File: src/rtl/mem_port_arbiter_if.sv
// Bundles the three requester ports, the shared response bus and the RAM port.
// Carries no logic or storage, so it adds no latency.
// Backpressure: a requester holds its request until the matching *_gnt is high.
interface mem_port_arbiter_if #(
    parameter int ADDR_W = 16,
    parameter int DATA_W = 16
);
    // CPU data port
    logic              d_req;
    logic              d_we;
    logic [ADDR_W-1:0] d_addr;
    logic [DATA_W-1:0] d_wdata;
    logic              d_gnt;
    logic              d_rvalid;
    // CPU instruction fetch port (read-only)
    logic              f_req;
    logic [ADDR_W-1:0] f_addr;
    logic              f_gnt;
    logic              f_rvalid;
    // external master port
    logic              x_req;
    logic              x_we;
    logic [ADDR_W-1:0] x_addr;
    logic [DATA_W-1:0] x_wdata;
    logic              x_gnt;
    logic              x_rvalid;
    // shared response and stall
    logic [DATA_W-1:0] rdata;
    logic              cpu_stall;
    // RAM side
    logic              mem_en;
    logic              mem_we;
    logic [ADDR_W-1:0] mem_addr;
    logic [DATA_W-1:0] mem_wdata;
    logic [DATA_W-1:0] mem_rdata;

    // arbiter side
    modport slave (
        input  d_req, d_we, d_addr, d_wdata,
        input  f_req, f_addr,
        input  x_req, x_we, x_addr, x_wdata,
        input  mem_rdata,
        output d_gnt, d_rvalid, f_gnt, f_rvalid, x_gnt, x_rvalid,
        output rdata, cpu_stall,
        output mem_en, mem_we, mem_addr, mem_wdata
    );

    // requesters plus RAM side
    modport master (
        output d_req, d_we, d_addr, d_wdata,
        output f_req, f_addr,
        output x_req, x_we, x_addr, x_wdata,
        output mem_rdata,
        input  d_gnt, d_rvalid, f_gnt, f_rvalid, x_gnt, x_rvalid,
        input  rdata, cpu_stall,
        input  mem_en, mem_we, mem_addr, mem_wdata
    );
endinterface

File: src/rtl/mem_port_arbiter.sv
// Shares one synchronous RAM port among the CPU data port, the CPU fetch port and the external master.
// Latency: the grant comes in the same cycle as the request; read data returns 1 cycle after the grant.
// Backpressure: losers see no grant and hold; the CPU stalls; the external master is aged to top priority.
module mem_port_arbiter #(
    parameter int ADDR_W   = 16,
    parameter int DATA_W   = 16,
    parameter int MAX_WAIT = 8
) (
    input  logic              clk,
    input  logic              reset,
    mem_port_arbiter_if.slave bus
);
    typedef enum logic [1:0] {
        RESP_NONE = 2'd0,
        RESP_D    = 2'd1,
        RESP_F    = 2'd2,
        RESP_X    = 2'd3
    } resp_t;

    localparam logic [7:0] MAX_WAIT_C = 8'(MAX_WAIT);

    resp_t             resp_id_q, resp_id_d;
    logic [7:0]        wait_cnt_q, wait_cnt_d;
    logic              aged;
    logic              d_gnt, f_gnt, x_gnt;
    logic              sel_we;
    logic [ADDR_W-1:0] sel_addr;
    logic [DATA_W-1:0] sel_wdata;
    logic              d_rvalid, f_rvalid, x_rvalid;

    // Grant selection: d > f > x normally, x first once it has waited MAX_WAIT cycles.
    always_comb begin
        aged  = (wait_cnt_q == MAX_WAIT_C);
        d_gnt = 1'b0;
        f_gnt = 1'b0;
        x_gnt = 1'b0;
        if (reset) begin
            if (aged && bus.x_req) begin
                x_gnt = 1'b1;
            end else if (bus.d_req) begin
                d_gnt = 1'b1;
            end else if (bus.f_req) begin
                f_gnt = 1'b1;
            end else if (bus.x_req) begin
                x_gnt = 1'b1;
            end
        end
    end

    // Steer the winner onto the RAM port and note which requester owns the next read response.
    always_comb begin
        sel_we    = 1'b0;
        sel_addr  = '0;
        sel_wdata = '0;
        resp_id_d = RESP_NONE;
        if (d_gnt) begin
            sel_we    = bus.d_we;
            sel_addr  = bus.d_addr;
            sel_wdata = bus.d_wdata;
            resp_id_d = bus.d_we ? RESP_NONE : RESP_D;
        end else if (f_gnt) begin
            sel_addr  = bus.f_addr;
            resp_id_d = RESP_F;
        end else if (x_gnt) begin
            sel_we    = bus.x_we;
            sel_addr  = bus.x_addr;
            sel_wdata = bus.x_wdata;
            resp_id_d = bus.x_we ? RESP_NONE : RESP_X;
        end
    end

    // Age the external request: clear it when x is idle or served, and saturate at MAX_WAIT.
    always_comb begin
        wait_cnt_d = wait_cnt_q;
        if (!bus.x_req || x_gnt) begin
            wait_cnt_d = 8'd0;
        end else if (!aged) begin
            wait_cnt_d = wait_cnt_q + 8'd1;
        end
    end

    // State registers. Reset drops any in-flight response and the external master's aging.
    always_ff @(posedge clk) begin
        if (!reset) begin
            resp_id_q  <= RESP_NONE;
            wait_cnt_q <= 8'd0;
        end else begin
            resp_id_q  <= resp_id_d;
            wait_cnt_q <= wait_cnt_d;
        end
    end

    // Decode the response strobes from resp_id alone, so a new grant cannot disturb a read already in flight.
    always_comb begin
        d_rvalid = reset && (resp_id_q == RESP_D);
        f_rvalid = reset && (resp_id_q == RESP_F);
        x_rvalid = reset && (resp_id_q == RESP_X);
    end

    assign bus.d_gnt     = d_gnt;
    assign bus.f_gnt     = f_gnt;
    assign bus.x_gnt     = x_gnt;
    assign bus.d_rvalid  = d_rvalid;
    assign bus.f_rvalid  = f_rvalid;
    assign bus.x_rvalid  = x_rvalid;
    assign bus.rdata     = (d_rvalid || f_rvalid || x_rvalid) ? bus.mem_rdata : '0;
    assign bus.cpu_stall = (bus.d_req & ~d_gnt) | (bus.f_req & ~f_gnt);
    assign bus.mem_en    = d_gnt | f_gnt | x_gnt;
    assign bus.mem_we    = sel_we;
    assign bus.mem_addr  = sel_addr;
    assign bus.mem_wdata = sel_wdata;
endmodule
File: src/flat_wrapper.sv
// flat-port wrapper written by rule: the top's interface ports become plain ports
module mem_port_arbiter_flat 
#(
    parameter int ADDR_W   = 16,
    parameter int DATA_W   = 16,
    parameter int MAX_WAIT = 8
)
  (clk, reset, bus_d_req, bus_d_we, bus_d_addr, bus_d_wdata, bus_f_req, bus_f_addr, bus_x_req, bus_x_we, bus_x_addr, bus_x_wdata, bus_mem_rdata, bus_d_gnt, bus_d_rvalid, bus_f_gnt, bus_f_rvalid, bus_x_gnt, bus_x_rvalid, bus_rdata, bus_cpu_stall, bus_mem_en, bus_mem_we, bus_mem_addr, bus_mem_wdata);
  mem_port_arbiter_if #(.ADDR_W(ADDR_W), .DATA_W(DATA_W)) bus_i ();
  input  logic clk;
  input  logic reset;
  input wire logic [$bits(bus_i.d_req)-1:0] bus_d_req;
  input wire logic [$bits(bus_i.d_we)-1:0] bus_d_we;
  input wire logic [$bits(bus_i.d_addr)-1:0] bus_d_addr;
  input wire logic [$bits(bus_i.d_wdata)-1:0] bus_d_wdata;
  input wire logic [$bits(bus_i.f_req)-1:0] bus_f_req;
  input wire logic [$bits(bus_i.f_addr)-1:0] bus_f_addr;
  input wire logic [$bits(bus_i.x_req)-1:0] bus_x_req;
  input wire logic [$bits(bus_i.x_we)-1:0] bus_x_we;
  input wire logic [$bits(bus_i.x_addr)-1:0] bus_x_addr;
  input wire logic [$bits(bus_i.x_wdata)-1:0] bus_x_wdata;
  input wire logic [$bits(bus_i.mem_rdata)-1:0] bus_mem_rdata;
  output wire logic [$bits(bus_i.d_gnt)-1:0] bus_d_gnt;
  output wire logic [$bits(bus_i.d_rvalid)-1:0] bus_d_rvalid;
  output wire logic [$bits(bus_i.f_gnt)-1:0] bus_f_gnt;
  output wire logic [$bits(bus_i.f_rvalid)-1:0] bus_f_rvalid;
  output wire logic [$bits(bus_i.x_gnt)-1:0] bus_x_gnt;
  output wire logic [$bits(bus_i.x_rvalid)-1:0] bus_x_rvalid;
  output wire logic [$bits(bus_i.rdata)-1:0] bus_rdata;
  output wire logic [$bits(bus_i.cpu_stall)-1:0] bus_cpu_stall;
  output wire logic [$bits(bus_i.mem_en)-1:0] bus_mem_en;
  output wire logic [$bits(bus_i.mem_we)-1:0] bus_mem_we;
  output wire logic [$bits(bus_i.mem_addr)-1:0] bus_mem_addr;
  output wire logic [$bits(bus_i.mem_wdata)-1:0] bus_mem_wdata;
  assign bus_i.d_req = bus_d_req;
  assign bus_i.d_we = bus_d_we;
  assign bus_i.d_addr = bus_d_addr;
  assign bus_i.d_wdata = bus_d_wdata;
  assign bus_i.f_req = bus_f_req;
  assign bus_i.f_addr = bus_f_addr;
  assign bus_i.x_req = bus_x_req;
  assign bus_i.x_we = bus_x_we;
  assign bus_i.x_addr = bus_x_addr;
  assign bus_i.x_wdata = bus_x_wdata;
  assign bus_i.mem_rdata = bus_mem_rdata;
  assign bus_d_gnt = bus_i.d_gnt;
  assign bus_d_rvalid = bus_i.d_rvalid;
  assign bus_f_gnt = bus_i.f_gnt;
  assign bus_f_rvalid = bus_i.f_rvalid;
  assign bus_x_gnt = bus_i.x_gnt;
  assign bus_x_rvalid = bus_i.x_rvalid;
  assign bus_rdata = bus_i.rdata;
  assign bus_cpu_stall = bus_i.cpu_stall;
  assign bus_mem_en = bus_i.mem_en;
  assign bus_mem_we = bus_i.mem_we;
  assign bus_mem_addr = bus_i.mem_addr;
  assign bus_mem_wdata = bus_i.mem_wdata;
  mem_port_arbiter #(.ADDR_W(ADDR_W), .DATA_W(DATA_W), .MAX_WAIT(MAX_WAIT)) u_core (.clk(clk), .reset(reset), .bus(bus_i));
endmodule
File: config.mk
export PLATFORM = sky130hd
export DESIGN_NAME = mem_port_arbiter_flat
export DESIGN_NICKNAME = d
export VERILOG_FILES = /design/src/rtl/mem_port_arbiter_if.sv /design/src/rtl/mem_port_arbiter.sv /design/src/flat_wrapper.sv
export SDC_FILE = /design/constraint.sdc
export NUM_CORES = 1
export LEC_CHECK = 0
export ABC_CLOCK_PERIOD_IN_PS = 5830
export BUFFER_PORTS_ARGS = -buffer_cell sky130_fd_sc_hd__buf_2
export CORE_MARGIN = 3
export CORE_UTILIZATION = 34
export DETAILED_ROUTE_END_ITERATION = 8
export PLACE_DENSITY = 0.95
export RECOVER_POWER = 50
export REMOVE_ABC_BUFFERS = 1
export SYNTH_ARGS = -nofsm -noshare
export SYNTH_HDL_FRONTEND = slang
export SYNTH_SLANG_ARGS = --single-unit
File: constraint.sdc
create_clock -name clk -period 5.83 [get_ports clk]
set_input_delay 0.2915 -clock clk [delete_from_list [all_inputs] [get_ports clk]]
set_output_delay 0.2915 -clock clk [all_outputs]
set_load 0.1 [all_outputs]
After elaboration in Yosys (flattened, before gate mapping) --
Index checks and enable logic that the tools add are counted. Widths: inputs -> output; s select.
Word-level totals: latch bits 0, memories 0, output and inout bits 57, register bits after elaboration 10, input port bits 103, ROM bits 0, logic and storage cells 51, bits in writable memories 0
Operators by class: multipliers 0, shift-type cells 0, equal/unequal tests 4, $lt $le $gt $ge 0, add/sub/neg operators 1, reductions and logical operators 9, mux-type cells 27, div/mod/pow operators 0, bitwise gates (word level) 8
Operators by type and width (count):
- $mux 16 | 7
- $mux 1 | 16
- $add 8x1->8 const B | 1
- $eq 8x4->1 const B | 1
- $mux 2 | 4
- $eq 2x2->1 const B | 2
- $logic_and 1x1->1 | 4
- $logic_or 1x1->1 | 3
- $not 1->1 | 3
- $or 1x1->1 | 3
- $and 1x1->1 | 2
- $eq 2x1->1 const B | 1
- $reduce_or 2->1 | 1
- $logic_not 1->1 | 1

Logic depth before layout (Yosys ltp) --
depth after elaboration 8, gate-level depth with buffers 10, gate-level depth less buffers 7

Least setup slack after synthesis --
No wires, ideal clock.
path kind register to register, start reg u_core.wait_cnt_q[0], end reg u_core.resp_id_q[1], slack 2.109 ns, data required time 5.753 ns, arrival 3.644 ns, setup time 0.077 ns, buffers on the path 1, period minus slack after synthesis 3.721 ns, stages on the path, launching flop included 8, cells stage by stage dfxtp_1 > inv_1 > ha_1 > nor4b_4 > a41o_1 > buf_6 > nor3b_1 > o21bai_1
Between the ends: elaborated cells on any way between the ends 11, those cells by class eq/ne: 1; mux: 9; reduce/logical: 1
RTL lines:
- from (decl) | RTL line mem_port_arbiter.sv:23 | logic [7:0] wait_cnt_q, wait_cnt_d;
- from (signal assigned) | RTL line mem_port_arbiter.sv:89 | wait_cnt_q <= wait_cnt_d;
- $eq 8x4->1 | RTL line mem_port_arbiter.sv:33 | aged = (wait_cnt_q == MAX_WAIT_C);
- $logic_and 1x1->1 | RTL line mem_port_arbiter.sv:38 | if (aged && bus.x_req) begin
- $mux 1 | RTL line mem_port_arbiter.sv:38
- $mux 1 | RTL line mem_port_arbiter.sv:37 | if (reset) begin
- via bus_f_gnt | RTL line flat_wrapper.sv:25 | output wire logic [$bits(bus_i.f_gnt)-1:0] bus_f_gnt;
- $mux 2 | RTL line mem_port_arbiter.sv:61 | end else if (f_gnt) begin
- $mux 2 | RTL line mem_port_arbiter.sv:56 | if (d_gnt) begin
- to (signal assigned) | RTL line mem_port_arbiter.sv:88 | resp_id_q <= resp_id_d;
- to (decl) | RTL line mem_port_arbiter.sv:22 | resp_t resp_id_q, resp_id_d;
The timed path passes the listed nets, and every way through them passes these cells. A chain may end at the register's enable or synchronous reset.

Final worst setup path --
start reg u_core.wait_cnt_q[0], end out bus_mem_wdata[8]
Between the ends: cells in the longest elaborated chain, start to end 7, elaborated cells on any way between the ends 11, those cells by class eq/ne: 1; mux: 9; reduce/logical: 1
Ends and longest elaborated chain:
- $eq 8x4->1 (*) | RTL line mem_port_arbiter.sv:33
- $logic_and 1x1->1 (*) | RTL line mem_port_arbiter.sv:38
- $mux 1 | RTL line mem_port_arbiter.sv:38
- $mux 1 | RTL line mem_port_arbiter.sv:37
- $mux 16 | RTL line mem_port_arbiter.sv:64 | end else if (x_gnt) begin
- $mux 16 | RTL line mem_port_arbiter.sv:61
- $mux 16 (*) | RTL line mem_port_arbiter.sv:56
- to (decl) | RTL line flat_wrapper.sv:34 | output wire logic [$bits(bus_i.mem_wdata)-1:0] bus_mem_wdata;
Every way passes the cells marked *; elsewhere a longest branch is shown, timed or not.

==> impl_metrics.toml <==
[logic_synthesis]
synthFlopType = "dfxtp_1"
synthMostInstantiatedCell = "nand2_1"
yosys.area.top_type_share = 0.163
synth_seq_cells = 10
syn_inst = 172
yosysTopAreaCell = "dfxtp_1"
async_flop_share = 0
synthTopCellsByCount = "nand2_1 (19), a22o_1 (17), and2_1 (17), o22ai_1 (17)"
ys_seq_area_frac = 0.163
synth_edf_count = 0
ys_warn_count = 0
synth_area_leaders = "dfxtp_1 (16%), a22o_1 (12%), o21a_1 (9.8%)"
avgSynthCellArea_um2 = 7.16
ys_types = 31
synth_area_um2 = 1230

[placed_design]
place_congestion = 0.826
numPlacedInstances = 363
portBuffers = 159
hpwl_um = 4000

[critical_path]
rr_endpoint = "u_core.resp_id_q[0]"
crit_family = "compound AO/OA/AOI/OAI gates"
crit_cells = 8
crit_required_ns = 5.54
r2r-start = "u_core.wait_cnt_q[0]"
r2r_slack_ns = 2.86
cp_slowest_stage_delay_ns = 1.18
critPathBufInv = 3
crit_type = "reg2out"
cpMaxStageDelayCell = "a31oi_1"
critPathMaxFanout = 19
worstSetupStartpointType = "flip-flop"
r2r_cells = 6
crit_arrival_ns = 3.67
worst_setup_path_end_kind = "output port"
crit_chain = "inv_1 -> ha_1 -> nor4b_1 -> a31oi_1 -> nand2b_1 -> clkinv_1 -> a22o_1 -> buf_2"

[power_and_ir_drop]
leakagePower_nw = 1.04
pwr_density_cell_nw_per_um2 = 194
ir_drop_mv = 0.0882

[global_route]
grt_pass1_vias = 1626
grt_max_degree = 22
grtUsageTotal = 0.197
grt_overflow = 0
grt_pass1_wl_um = 6890
antenna_found_initial = 0

[clocking]
cts_sinks = 10
cts_tree = "yes"
clk-insertion-delay-late_ns = 0.26
postCtsSetupRepairBufs = 0
clockBufferDepth = 2
path_clk_slew_ns = 0.06
numCtsBuffers = 3
ctsHtreeMaxLevel = 1
cts_resized = 0
root_buffer = "clkbuf_4"
hold_buffers = 0

[worst_hold_path]
hold_class = "in2reg"
min_to = "u_core.resp_id_q[0]"
hold_path_depth = 2
min-delay-start = "bus_d_we"

[finish]
antenna_cells = 0
fin_util = 0.573
final_cells = 366
layout-drive-gt1-share = 0.441
area_growth_pct = 58.9
fin_nets = 427

[drt]
dr.first_iter.drc_count = 54
drtPass1Iterations = 4
drc = 0
viasPerCell = 5.02
drtAntennaViolNets = 0
dr_total_vias = 1838
wl_per_cell_um = 13.2
totalWireLength_um = 4830

[status]
status = "finished with violations"
violations = "capacitance limit, slew limit"

[job]
cap_violations = 1

[sta]
relSlewSlack = -0.0150
tns_ns = 0
worst_pin_slew_ns = 1.52
hold_slack_ns = 0.234
hold_viol = 0
fmax_mhz = 253
fin_skew_ns = 0.00296
period_share = 0.679
min_period_ns = 3.96
slew_viol_final = 20
rsz0062_at_grt = "false"
setup_violations = 0

[die]
die-area_um2 = 4380
core_area_um2 = 3420
die_height_um = 66.2
num_rows = 21
pin_count = 160
initial_core_util = 0.360
die_w_um = 66.2
==> per-layer routing <==
| metal | share of wire | GRT usage |
|---|---|---|
| met1 | 0.36 | 0.212 |
| met3 | 0.12 | 0.0357 |
| met2 | 0.51 | 0.373 |
| met5 | 0 | 0 |
| met4 | 0.013 | 0.0787 |
==> how the worst max path moves through the flow <==
stage                         startpoint             endpoint
floorplan           u_core.wait_cnt_q[0]  u_core.resp_id_q[1]
global placement    u_core.wait_cnt_q[0]    bus_mem_wdata[14]
detailed placement  u_core.wait_cnt_q[0]     bus_mem_wdata[8]
CTS                 u_core.wait_cnt_q[0]     bus_mem_wdata[8]
global route        u_core.wait_cnt_q[0]     bus_mem_wdata[6]
finish              u_core.wait_cnt_q[0]     bus_mem_wdata[8]
==> state kept, by name, indices dropped and copies added, names as in the netlist <==
register	flops
u_core.wait_cnt_q	8
u_core.resp_id_q	2
==> cells by family (layout without fill, tap and decap cells) <==
logic type / after synthesis / after routing / synth area share
compound gates: 69 / 69 / 0.401
xor+xnor: 6 / 6 / 0.0427
fa+ha+maj: 3 / 3 / 0.0285
buf+inv: 20 / 168 / 0.0955
flops: 10 / 10 / 0.163
simple gates: 64 / 64 / 0.269
==> through the flow <==
step	cell area (µm²)	setup slack [ns]	power, mW
6_report	1960	1.87	0.380
5_1_grt	1960	1.63	0.398
4_1_cts	2020	2.67	0.387
3_5_place_dp	1990	2.96	0.340
3_3_place_gp	1990	3.12	0.337
2_1_floorplan	1140	2.02	0.274
==> cell usage in the layout (no fill, tap or decap), drive strengths merged <==
cell	Yosys	routed
a21oi	16	16
a22o	17	17
a31oi	1	1
a41o	1	1
and2	17	17
and3	4	4
buf	7	137
clkbuf	7	25
clkinv	1	1
dfxtp	10	10
ha	2	2
inv	5	5
maj3	1	1
nand2	19	19
nand2b	1	1
nand3	5	5
nor2	14	14
nor3	1	1
nor3b	1	1
nor4b	1	1
o21a	16	16
o21bai	1	1
o22ai	17	17
or2	1	1
xnor2	1	1
xor2	5	5
==> where the power goes <==
part	internal [mW]	switching, mW
Combinational	0.0578	0.206
Sequential	0.0697	0.00151
Clock	0.0238	0.0218
==> final cells by class <==
class / count / area [µm²]
sequential: 10 / 200
inverter: 6 / 27.5
tap: 46 / 57.6
timing repair buffer: 159 / 768
clock buffer: 3 / 22.5
multi-input combinational: 142 / 881
fill: 343 / 1460
Power figures use the tool's default switching activity.
